<file path="src/rtl/seg_pkg.sv">
// Shared definitions for the 7-segment display controller: glyph table and FSM states.
// Glyphs are active-high {a,b,c,d,e,f,g,dp}; the DP bit is always clear in the table.
package seg_pkg;

    typedef enum logic {
        IDLE = 1'b0,
        CONV = 1'b1
    } seg_state_t;

    localparam logic [7:0] GLYPH_BLANK = 8'h00;
    localparam logic [7:0] GLYPH_DASH  = 8'h02;

    localparam logic [7:0] GLYPH_0 = 8'hFC;
    localparam logic [7:0] GLYPH_1 = 8'h60;
    localparam logic [7:0] GLYPH_2 = 8'hDA;
    localparam logic [7:0] GLYPH_3 = 8'hF2;
    localparam logic [7:0] GLYPH_4 = 8'h66;
    localparam logic [7:0] GLYPH_5 = 8'hB6;
    localparam logic [7:0] GLYPH_6 = 8'hBE;
    localparam logic [7:0] GLYPH_7 = 8'hE0;
    localparam logic [7:0] GLYPH_8 = 8'hFE;
    localparam logic [7:0] GLYPH_9 = 8'hF6;
    localparam logic [7:0] GLYPH_A = 8'hEE;
    localparam logic [7:0] GLYPH_B = 8'h3E;
    localparam logic [7:0] GLYPH_C = 8'h9C;
    localparam logic [7:0] GLYPH_D = 8'h7A;
    localparam logic [7:0] GLYPH_E = 8'h9E;
    localparam logic [7:0] GLYPH_F = 8'h8E;

    function automatic logic [7:0] glyph_of(input logic [3:0] nib);
        logic [7:0] g;
        case (nib)
            4'h0: g = GLYPH_0;
            4'h1: g = GLYPH_1;
            4'h2: g = GLYPH_2;
            4'h3: g = GLYPH_3;
            4'h4: g = GLYPH_4;
            4'h5: g = GLYPH_5;
            4'h6: g = GLYPH_6;
            4'h7: g = GLYPH_7;
            4'h8: g = GLYPH_8;
            4'h9: g = GLYPH_9;
            4'hA: g = GLYPH_A;
            4'hB: g = GLYPH_B;
            4'hC: g = GLYPH_C;
            4'hD: g = GLYPH_D;
            4'hE: g = GLYPH_E;
            default: g = GLYPH_F;
        endcase
        return g;
    endfunction

endpackage

</file>
<file path="src/rtl/seg_glyph_dec.sv">
// Nibble to active-high 7-segment glyph decoder (DP bit left clear).
module seg_glyph_dec
    import seg_pkg::*;
(
    input  logic [3:0] nib_i,
    output logic [7:0] glyph_o
);

    assign glyph_o = glyph_of(nib_i);

endmodule

</file>
<file path="src/rtl/seg_display_ctrl.sv">
// Multi-digit 7-segment controller: hex or decimal (sequential double-dabble) display with
// leading-zero blanking and DP masks. Define SEG_BLINK_EN to build the per-digit blink counter.
module seg_display_ctrl
    import seg_pkg::*;
#(
    parameter int NUM_DIGITS = 8,
    parameter int DATA_W     = 32,
    parameter int BLINK_DIV  = 24
) (
    input  logic                    clk,
    input  logic                    rst,
    input  logic                    in_valid,
    output logic                    in_ready,
    input  logic [DATA_W-1:0]       in_data,
    input  logic                    in_dec,
    input  logic                    lz_blank,
    input  logic [NUM_DIGITS-1:0]   dp_mask,
    input  logic [NUM_DIGITS-1:0]   blink_mask,
    output logic [8*NUM_DIGITS-1:0] o_seg
);

    localparam int DIG_W = 4 * NUM_DIGITS;
    localparam int CNT_W = (DATA_W > 1) ? $clog2(DATA_W) : 1;
    localparam logic [CNT_W-1:0] LAST_CNT = CNT_W'(DATA_W - 1);

    seg_state_t        state_q, state_d;
    logic [DATA_W-1:0] shift_q, shift_d;
    logic [DIG_W-1:0]  bcd_q, bcd_d;
    logic [CNT_W-1:0]  cnt_q, cnt_d;
    logic              ovf_pend_q, ovf_pend_d;
    logic [DIG_W-1:0]  digit_q, digit_d;
    logic              shown_q, shown_d;
    logic              ovf_q, ovf_d;

    logic [DIG_W-1:0]  bcd_adj;
    logic [DIG_W-1:0]  bcd_shift;
    logic              bcd_carry;
    logic              blink_phase;

    // Double-dabble step: add 3 to every nibble >= 5, then shift in the next binary bit.
    genvar gi;
    generate
        for (gi = 0; gi < NUM_DIGITS; gi++) begin : g_adj
            assign bcd_adj[4*gi +: 4] = (bcd_q[4*gi +: 4] >= 4'd5) ?
                                        bcd_q[4*gi +: 4] + 4'd3 : bcd_q[4*gi +: 4];
        end
    endgenerate

    assign bcd_shift = {bcd_adj[DIG_W-2:0], shift_q[DATA_W-1]};
    assign bcd_carry = bcd_adj[DIG_W-1];
    assign in_ready  = (state_q == IDLE);

    always_comb begin
        state_d    = state_q;
        shift_d    = shift_q;
        bcd_d      = bcd_q;
        cnt_d      = cnt_q;
        ovf_pend_d = ovf_pend_q;
        digit_d    = digit_q;
        shown_d    = shown_q;
        ovf_d      = ovf_q;
        case (state_q)
            IDLE: begin
                if (in_valid) begin
                    if (in_dec) begin
                        state_d    = CONV;
                        shift_d    = in_data;
                        bcd_d      = '0;
                        cnt_d      = '0;
                        ovf_pend_d = 1'b0;
                    end else begin
                        digit_d = DIG_W'(in_data);
                        shown_d = 1'b1;
                        ovf_d   = 1'b0;
                    end
                end
            end
            CONV: begin
                bcd_d      = bcd_shift;
                shift_d    = shift_q << 1;
                cnt_d      = cnt_q + CNT_W'(1);
                ovf_pend_d = ovf_pend_q | bcd_carry;
                if (cnt_q == LAST_CNT) begin
                    digit_d = bcd_shift;
                    ovf_d   = ovf_pend_q | bcd_carry;
                    shown_d = 1'b1;
                    state_d = IDLE;
                end
            end
            default: state_d = IDLE;
        endcase
    end

    always_ff @(posedge clk) begin
        if (!rst) begin
            state_q    <= IDLE;
            shift_q    <= '0;
            bcd_q      <= '0;
            cnt_q      <= '0;
            ovf_pend_q <= 1'b0;
            digit_q    <= '0;
            shown_q    <= 1'b0;
            ovf_q      <= 1'b0;
        end else begin
            state_q    <= state_d;
            shift_q    <= shift_d;
            bcd_q      <= bcd_d;
            cnt_q      <= cnt_d;
            ovf_pend_q <= ovf_pend_d;
            digit_q    <= digit_d;
            shown_q    <= shown_d;
            ovf_q      <= ovf_d;
        end
    end

`ifdef SEG_BLINK_EN
    logic [BLINK_DIV-1:0] blink_q, blink_d;

    assign blink_d     = blink_q + BLINK_DIV'(1);
    assign blink_phase = blink_q[BLINK_DIV-1];

    always_ff @(posedge clk) begin
        if (!rst) begin
            blink_q <= '0;
        end else begin
            blink_q <= blink_d;
        end
    end
`else
    logic unused_blink_cfg;
    assign unused_blink_cfg = (BLINK_DIV > 0);
    assign blink_phase      = 1'b0;
`endif

    generate
        for (gi = 0; gi < NUM_DIGITS; gi++) begin : g_digit
            logic [7:0] glyph_raw;
            logic [7:0] glyph;
            logic       keep;

            seg_glyph_dec u_dec (
                .nib_i   (digit_q[4*gi +: 4]),
                .glyph_o (glyph_raw)
            );

            // Digit 0 always shows, so a zero value reads "0" rather than all blank.
            if (gi == 0) begin : g_keep0
                assign keep = 1'b1;
            end else begin : g_keepn
                assign keep = |digit_q[DIG_W-1:4*gi];
            end

            always_comb begin
                glyph = GLYPH_BLANK;
                if (shown_q) begin
                    if (ovf_q) begin
                        glyph = GLYPH_DASH;
                    end else if (lz_blank && !keep) begin
                        glyph = GLYPH_BLANK;
                    end else begin
                        glyph = glyph_raw;
                    end
                    glyph[0] = dp_mask[gi];
                end
                if (blink_phase && blink_mask[gi]) begin
                    glyph = GLYPH_BLANK;
                end
            end

            assign o_seg[8*gi +: 8] = ~glyph;
        end
    endgenerate

endmodule
</file>
<file path="config.mk">
export PLATFORM = sky130hd
export DESIGN_NAME = seg_display_ctrl
export DESIGN_NICKNAME = d
export VERILOG_FILES = /design/src/rtl/seg_pkg.sv /design/src/rtl/seg_glyph_dec.sv /design/src/rtl/seg_display_ctrl.sv
export SDC_FILE = /design/constraint.sdc
export NUM_CORES = 1
export LEC_CHECK = 0
export ABC_AREA = 1
export BUFFER_PORTS_ARGS = -buffer_cell sky130_fd_sc_hd__buf_2
export CORE_MARGIN = 3
export CORE_UTILIZATION = 45
export CTS_CLUSTER_DIAMETER = 120
export DETAILED_ROUTE_END_ITERATION = 8
export GPL_TIMING_DRIVEN = 0
export PLACE_DENSITY = 0.66
export SLEW_MARGIN = 5
export SYNTH_ARGS = -nofsm -noshare
export SYNTH_HDL_FRONTEND = slang
export SYNTH_SLANG_ARGS = --single-unit
export TNS_END_PERCENT = 100
</file>
<file path="constraint.sdc">
create_clock -name clk -period 6.5 [get_ports clk]
set_input_delay 1.3 -clock clk [delete_from_list [all_inputs] [get_ports clk]]
set_output_delay 1.3 -clock clk [all_outputs]
set_load 0.03 [all_outputs]
</file>
==> summary.md <==
| Metric | Value |
|---|---|
| Layout overhead on the synthesized area | `15.72%` |
| Post-DP HPWL | `19260 um` |
| Highest fanout seen on the critical path | `8` |
| All-Layer GR Usage | `0.2398` |
| FF+latch area | `3223 sq um` |
| Tmin final | `4203 ps` |
| Ports | `118` |
| CP Class | `input port to output port` |
| Slew @ Worst Pin | `827.1 ps` |
| Max_cap viols | `0` |
| Peak supply drop | `0.1923 mV` |
| Filler cells | `1990` |
| CP endpoint kind | `output port` |
| Outcome | `finished, final reports clean` |
| Hold Crit Class | `register to register` |
| Crit path DAT | `2900 ps` |
| WHS Path Cells | `2` |
| Multi-input gate area | `5030 sq um` |
| Starting density of the core | `0.4615` |
| DR vias | `9039` |
| Share of layout cells above drive strength 1 | `0.1366` |
| CTS root buf | `clkbuf_16` |
| First-pass GRT wire length | `41920 um` |
| # hold bufs at CTS | `0` |
| Post-DR vias/cell | `5.228` |
| Iter 0 DRT Violations | `863` |
| H-Tree Depth | `4` |
| Post-synthesis sequential area ratio | `0.3565` |
| Worst Path Required | `5200 ps` |
| CTS tree | `built` |
| Cell count after synthesis | `1323` |
| Syn Area/Cell | `6.834 sq um` |
| CTS Buf Count | `17` |
| Ratio of final minimum period to clock period | `0.6465` |
| Iteration count of the initial detailed-routing pass | `5` |
| Placer congestion estimate | `0.8926` |
| Die Y | `147.7 um` |
| Vias in the first global route | `8324` |
| Synth Cell Area | `9041 sq um` |
| Post-CTS Resized | `0` |
| Peak Freq | `238.0 MHz` |
| Residual DRC count | `0` |
| RSZ-0062 raised after global routing | `false` |
| Worst clock skew | `11.76 ps` |
| Worst Reg-to-Reg Cells | `15` |
| ANT cells | `0` |
| Core Region | `19590 sq um` |
| Grt ovf | `0` |
| Post-synthesis cell type count | `34` |
| Final max-slew violation count | `0` |
| Fin nets | `1578` |
| Largest net degree at the start of global routing | `17` |
| # clock sinks | `161` |
| WL/cell | `15.06 um` |
| Clk pin slew, worst setup/hold paths | `60 ps` |
| Port-buffer cells | `109` |
| Clk buf depth | `2` |
| TNS Setup | `0 ps` |
| Lkg Pwr | `4.929 nW` |
| Slew headroom | `0.4486` |
| #FFs+latches synth | `161` |
| Final core occ | `0.5341` |
| Die W | `147.7 um` |
| Antenna violations before repair | `0` |
| Worst-Skew Late Latency | `430 ps` |
| Die footprint | `21830 sq um` |
| PD cells | `262.5 nW/um^2` |
| Setup violators final | `0` |
| Final hold vios | `0` |
| Nature of the critical path startpoint | `input port` |
| Yosys warning count | `0` |
| Antenna viol nets, final | `0` |
| Row count | `51` |
| Syn Nets | `1450` |
| Post CTS Setup Buffer Count | `0` |
| Total Wirelength | `26040 um` |
==> metal layers <==
layer  up-vias  GRT usage  part of all wire
met5         -          0                 0
met4         0    0.06104             0.016
met3        37    0.04200             0.053
met2       264     0.4070              0.48
met1      4198     0.3176              0.45
li1       4540          -                 -
==> synth_stat cells <==
master / n / area (sq um)
nor4_1: 1 / 6.260
inv_4: 1 / 6.260
o21bai_1: 1 / 7.510
a31oi_1: 31 / 193.9
or2_4: 1 / 8.760
buf_1: 6 / 22.52
buf_4: 3 / 22.52
buf_2: 4 / 20.02
buf_8: 2 / 30.03
nor3_1: 7 / 35.03
inv_2: 10 / 37.54
o21ai_2: 3 / 26.28
ha_1: 74 / 925.9
a32oi_1: 1 / 8.760
a21oi_2: 11 / 96.34
nand3_1: 187 / 935.9
nor2_1: 70 / 262.8
dfxtp_1: 161 / 3223
or2b_4: 1 / 11.26
buf_6: 4 / 45.04
inv_1: 133 / 499.2
nand3b_1: 13 / 97.59
nand3_2: 1 / 10.01
nor2_2: 3 / 18.77
o31ai_1: 1 / 7.510
a21oi_1: 73 / 365.4
o211ai_1: 7 / 52.55
o21ai_0: 17 / 85.08
o21ai_1: 4 / 20.02
nand4_1: 18 / 112.6
nand2_1: 425 / 1595
nand2_2: 18 / 112.6
clkbuf_1: 28 / 105.1
nand2_4: 3 / 33.78
==> logic make-up (layout without fill, tap and decap cells) <==
kind of cell,count (synthesis),after routing,synth area share
DFF,161,161,0.3565
AOI/OAI and AO/OA,149,149,0.09549
buffers and inverters,191,332,0.08719
adders and majority gates,74,74,0.1024
and+or+nand+nor,748,748,0.3584
==> layout by cell type (no fill, tap or decap), types with 31 or more instances in the layout <==
cell | netlist | final
a21oi_1 | 73 | 73
a31oi_1 | 31 | 31
buf_2 | 4 | 113
clkbuf_1 | 28 | 34
dfxtp_1 | 161 | 161
ha_1 | 74 | 74
inv_1 | 133 | 133
nand2_1 | 425 | 425
nand3_1 | 187 | 187
nor2_1 | 70 | 70
==> cell type report <==
type | count | share of cell area
sequential | 161 | 0.3081
clock inverter | 8 | 0.007893
clock buffer | 24 | 0.04413
buffer | 47 | 0.02344
timing repair buffer | 109 | 0.05214
tap | 265 | 0.03169
multi-input combinational | 971 | 0.4807
inverter | 144 | 0.05190
==> critical path, stage by stage <==
cell and delay (ps):
buf_2 110, inv_1 40, nor2_1 200, nand2_1 250
nor2_1 300, nand2_1 240, nand2_1 140, nand2_1 60
nand2_1 70, buf_2 200
==> metrics by stage <==
stage	total power, mW	hold slack, ps	worst slack [ps]	std cells	cell area (sq um)
final	2.747	466.7	2297	1729	10460
after global routing	2.891	479.3	2094	1729	10460
after CTS	2.756	466.4	2311	1729	10460
after detailed placement	1.818	456.6	2317	1697	9918
after global placement	1.811	453.1	2315	1697	9918
after floorplan	1.618	441.2	3003	1323	9041
==> state kept, by name (all words and copies together), names as in the netlist <==
| name | cells |
|---|---|
| ovf_q | 1 |
| shift_q | 32 |
| g_digit.u_dec.glyph_o | 56 |
| shown_q | 1 |
| bcd_q | 32 |
| state_q | 1 |
| digit_q | 32 |
| cnt_q | 5 |
| ovf_pend_q | 1 |
==> path summary, 6_finish.rpt <==
kind / from / endpoint / slack, ps
max: lz_blank / o_seg[33] / 2300
min: cnt_q[4] / cnt_q[4] / 470
max reg2reg: cnt_q[0] / g_digit[3].u_dec.glyph_o[6] / 3600
min reg2reg: cnt_q[4] / cnt_q[4] / 470
==> report_power, final <==
| part | total, mW | switching [mW] | leakage, nW | internal (mW) |
|---|---|---|---|---|
| clock | 0.944 | 0.407 | 0.251 | 0.538 |
| combinational | 0.673 | 0.473 | 3.35 | 0.200 |
| sequential | 1.13 | 0.0341 | 1.33 | 1.10 |
| total | 2.75 | 0.914 | 4.93 | 1.83 |
No activity file was read; power rests on OpenSTA's default activity.
